==> config.mk <==
export PLATFORM = sky130hd
export DESIGN_NAME = pixel_fetch
export DESIGN_NICKNAME = d
export VERILOG_FILES = /design/src/rtl/pixel_fetch.sv
export SDC_FILE = /design/constraint.sdc
export NUM_CORES = 1
export LEC_CHECK = 0
export ABC_AREA = 1
export ABC_CLOCK_PERIOD_IN_PS = 6820
export BUFFER_PORTS_ARGS = -buffer_cell sky130_fd_sc_hd__buf_4
export CORE_MARGIN = 2
export CORE_UTILIZATION = 45
export CTS_CLUSTER_SIZE = 16
export DETAILED_ROUTE_END_ITERATION = 7
export GPL_ROUTABILITY_DRIVEN = 0
export GPL_TIMING_DRIVEN = 0
export PLACE_DENSITY = 0.68
export SYNTH_ARGS = -nofsm -noshare
export SYNTH_HDL_FRONTEND = slang
export SYNTH_SLANG_ARGS = --single-unit
==> constraint.sdc <==
create_clock -name clk -period 6.82 [get_ports clk]
set_input_delay 0.682 -clock clk [delete_from_list [all_inputs] [get_ports clk]]
set_output_delay 0.682 -clock clk [all_outputs]
set_load 0.01 [all_outputs]
==> src/rtl/pixel_fetch.sv <==
// pixel_fetch: streams one frame from a 1-cycle-latency frame memory through a 2-entry skid FIFO, with frame-latched brightness offsets.
// Ports: clk/rst (async, active-high); start + ofs_r/g/b request a frame and its offsets;
// mem_addr/mem_data form the memory read port; pixel/pix_valid/pix_ready with sof/eol/eof tags
// form the downstream stream; R/G/B are the latched offsets; busy marks a frame in progress; done pulses at frame end.
module pixel_fetch #(
  parameter int IMG_W  = 640,
  parameter int IMG_H  = 480,
  parameter int ADDR_W = 19
) (
  input  logic                clk,
  input  logic                rst,
  input  logic                start,
  input  logic signed [8:0]   ofs_r,
  input  logic signed [8:0]   ofs_g,
  input  logic signed [8:0]   ofs_b,
  output logic [ADDR_W-1:0]   mem_addr,
  input  logic [23:0]         mem_data,
  input  logic                pix_ready,
  output logic [23:0]         pixel,
  output logic                pix_valid,
  output logic                sof,
  output logic                eol,
  output logic                eof,
  output logic signed [8:0]   R,
  output logic signed [8:0]   G,
  output logic signed [8:0]   B,
  output logic                busy,
  output logic                done
);
  localparam int XW = $clog2(IMG_W);
  localparam int YW = $clog2(IMG_H);
  localparam logic [XW-1:0] XL = XW'(IMG_W - 1);
  localparam logic [YW-1:0] YL = YW'(IMG_H - 1);
  typedef enum logic [1:0] {IDLE, FETCH, DRAIN} state_t;
  state_t state, state_nx;
  logic [XW-1:0] x;
  logic [YW-1:0] y;
  logic [ADDR_W-1:0] addr;
  logic in_flight;
  logic [2:0] fl_tag;
  logic [26:0] fifo [2];
  logic rp, wp;
  logic [1:0] count;
  logic pop, issue, last, done_r;
  assign last      = x == XL && y == YL;
  assign pix_valid = count != 2'd0;
  assign pop       = pix_valid & pix_ready;
  // occupancy including the read still in the memory pipe must stay within the two FIFO slots
  assign issue     = state == FETCH && ({1'b0, count} + {2'b0, in_flight}) < (3'd2 + {2'b0, pop});
  assign {eof, eol, sof, pixel} = fifo[rp];
  assign mem_addr  = addr;
  assign busy      = state != IDLE;
  assign done      = done_r;
  always_comb begin
    state_nx = (state == IDLE && start)         ? FETCH :
               (state == FETCH && issue && last) ? DRAIN :
               (state == DRAIN && pop && eof)    ? IDLE  : state;
  end
  always_ff @(posedge clk or posedge rst) begin
    if (rst) state <= IDLE;
    else     state <= state_nx;
  end
  always_ff @(posedge clk or posedge rst) begin
    if (rst) begin
      x         <= '0;
      y         <= '0;
      addr      <= '0;
      in_flight <= 1'b0;
      fl_tag    <= '0;
      fifo[0]   <= '0;
      fifo[1]   <= '0;
      rp        <= 1'b0;
      wp        <= 1'b0;
      count     <= '0;
      R         <= '0;
      G         <= '0;
      B         <= '0;
      done_r    <= 1'b0;
    end else begin
      done_r    <= pop & eof;
      in_flight <= issue;
      if (state == IDLE && start) begin
        x    <= '0;
        y    <= '0;
        addr <= '0;
        R    <= ofs_r;
        G    <= ofs_g;
        B    <= ofs_b;
      end else if (issue) begin
        // tags travel alongside the read so they line up with the returning word
        fl_tag <= {last, x == XL, x == '0 && y == '0};
        addr   <= addr + ADDR_W'(1);
        x      <= x == XL ? '0 : x + XW'(1);
        y      <= x == XL ? y + YW'(1) : y;
      end
      if (in_flight) begin
        fifo[wp] <= {fl_tag, mem_data};
        wp       <= ~wp;
      end
      if (pop) rp <= ~rp;
      count <= count + {1'b0, in_flight} - {1'b0, pop};
    end
  end
endmodule

==> reports/qor.yml <==
status: "complete, no violations"
critPathLaunchType: "register"
worst_slack_ps: 4209
antenna_cells: 0
p_comb_frac: 0.384
pwr-share-seq: 0.338
maxCapViolCount: 0
cts_buffers: 17
dieArea_um2: 14790
post_cts_buffers: 0
core_um2: 13400
drc: 0
nets: 1009
fin_crit_ps: 2611
fin_skew_ps: 9.560
wl_um: 15380
die_h_um: 121.6
synth_area_per_cell_um2: 7.828
postSynthCellCount: 795
synth-seq-cells: 130
clkTransAtPathRegs_ps: 60
grt_max_degree: 68
r2r_cells: 8
syn-cell-area_um2: 6223
peakVddDrop_mv: 0.2051
cts.sinks: 130
r2r-end: "x[5]"
cts_tree: "done"
r2r_start: "in_flight"
mostFrequentLayoutCells: "nand2_1 (316), buf_4 (131), dfrtp_1 (130)"
yosysTopAreaCell: "dfrtp_1"
cp_max_fo: 10
power.share.switching: 0.3711
area_growth_pct: 30.42
yosysUniqueCellTypes: 33
power.density_nw_per_um2: 455.9
rsz0062_at_grt: "no"
reg2reg_slack_ps: 4950
layout_commonest_cell: "nand2_1"
grt_overflow: 0
final_layout_size_suffix_gt1_frac: 0.2017
cts-hold-fix-buffers: 0
p_sw_mw: 1.373
antenna_found_initial: 0
cts.path.max_buffers: 2
port_buffers: 130
pin_count: 131
setup_viol: 0
p_leak_nw: 4.291
track_usage: 0.2215
num_rows: 42
ys_seq_area_frac: 0.5227
postCtsResizedCells: 0
dp_hpwl_um: 10660
hold_path_class: "primary input to async pin"
hold_viol_final: 0
clk_latency_ps: 420
drtAntennaViolNets: 0
yosys-top-cells-area: "dfrtp_1 (52%), nand2_1 (19%), o21ai_0 (6.0%)"
worst_pin_slew_ps: 593.2
synth-async-reset-ratio: 1.000
via_count: 5588
synth_edf_count: 0
intPower_mw: 2.327
slew_headroom: 0.6045
setup_tns_ps: 0
crit_required_ps: 6140
fp.dieW_um: 121.6
drv_slew: 0
grt_pass1_vias: 5272
wl_per_cell_um: 13.58
dr.pass1.iters: 5
max_freq_mhz: 383.1
viasPerCell: 4.932
pwr-share-clk: 0.278
crit_arrival_ps: 1930
cts_root_buffer: "clkbuf_16"
htree_levels: 4
pre_cts_slack_ps: 4620
hold_ws_ps: 340.1
finalCritPeriodShare: 0.3828
start_util: 0.4644
syn_nets: 859
crit_path_end_kind: "primary output"
first_iter_violations: 350
grt_pass1_wl_um: 25730
synth_top_area_share: 0.5227
path_class: "register to primary output"
synth-warning-count: 0
synth_ff_type: "dfrtp_1"
logic make-up (layout without fill, tap and decap cells):
family | after synthesis | in the layout | synth area share
simple gates | 437 | 437 | 0.2919
flops | 130 | 130 | 0.5227
buf+inv | 115 | 277 | 0.07398
compound gates | 96 | 96 | 0.08203
fa+ha+maj | 9 | 9 | 0.01809
xor+xnor | 8 | 8 | 0.01126
cell usage after synthesis (all sizes together), types with 3 or more instances:
| cell | instances |
|---|---|
| nand3 | 28 |
| nor3b | 3 |
| o21ai | 85 |
| xor2 | 6 |
| nor3 | 6 |
| nand2 | 323 |
| o21bai | 3 |
| ha | 9 |
| dfrtp | 130 |
| clkbuf | 18 |
| inv | 84 |
| nand4 | 25 |
| nor2 | 50 |
| a21oi | 5 |
| buf | 12 |
cell type report:
type                            instances  area (um2)
Inverter                               85       324.1
Multi-Input combinational cell        550        2510
Clock buffer                           20       456.7
Tap cell                              176       220.2
Buffer                                 30       141.4
Clock inverter                         11       207.7
Fill cell                            1243        5284
Sequential cell                       130        3253
Timing Repair Buffer                  131        1003
layer usage:
metal | up-vias | GRT usage | part of all wire
met5 | - | 0 | 0
met4 | 0 | 0.07471 | 0.011
met3 | 15 | 0.05805 | 0.055
met2 | 136 | 0.3480 | 0.47
met1 | 2632 | 0.3003 | 0.47
li1 | 2805 | - | -
worst max-delay path, cell delays in order (launching register included):
cell	delay (ps)
dfrtp_1	330
buf_2	210
clkinv_1	300
clkbuf_1	340
nand2_1	120
nand2_1	60
buf_4	140
sequential cells by signal, summed over array words and instances, names as in the netlist:
register   cells
rp             1
wp             1
y              9
x             10
B              9
R              9
mem_addr      19
done           1
G              9
state          2
fl_tag         3
fifo          54
count          2
in_flight      1
metrics by stage:
step,total power [mW],util,area [um2],instances
after floorplan,2.069,-,6223,795
after global placement,2.653,0.5537,7420,1101
after detailed placement,2.690,0.5561,7452,1102
after CTS,3.728,0.6057,8117,1133
after global routing,3.969,0.6057,8117,1133
final,3.701,0.6057,8117,1133
power by group through the flow:
stage / Combinational, mW / Clock (mW) / Sequential, mW
after floorplan: 0.809 / 0 / 1.26
after global placement: 1.40 / 0 / 1.25
after detailed placement: 1.43 / 0 / 1.26
after CTS: 1.44 / 1.04 / 1.25
after global routing: 1.59 / 1.08 / 1.29
final: 1.42 / 1.03 / 1.25
how the worst max path moves through the flow:
stage               start            to
finish                 rp      pixel[9]
global route           rp     pixel[18]
global placement      rst  mem_addr[11]
CTS                    rp           eol
detailed placement     rp           eol
floorplan             rst          B[0]
Note: power is estimated with default switching activity, not from simulation.
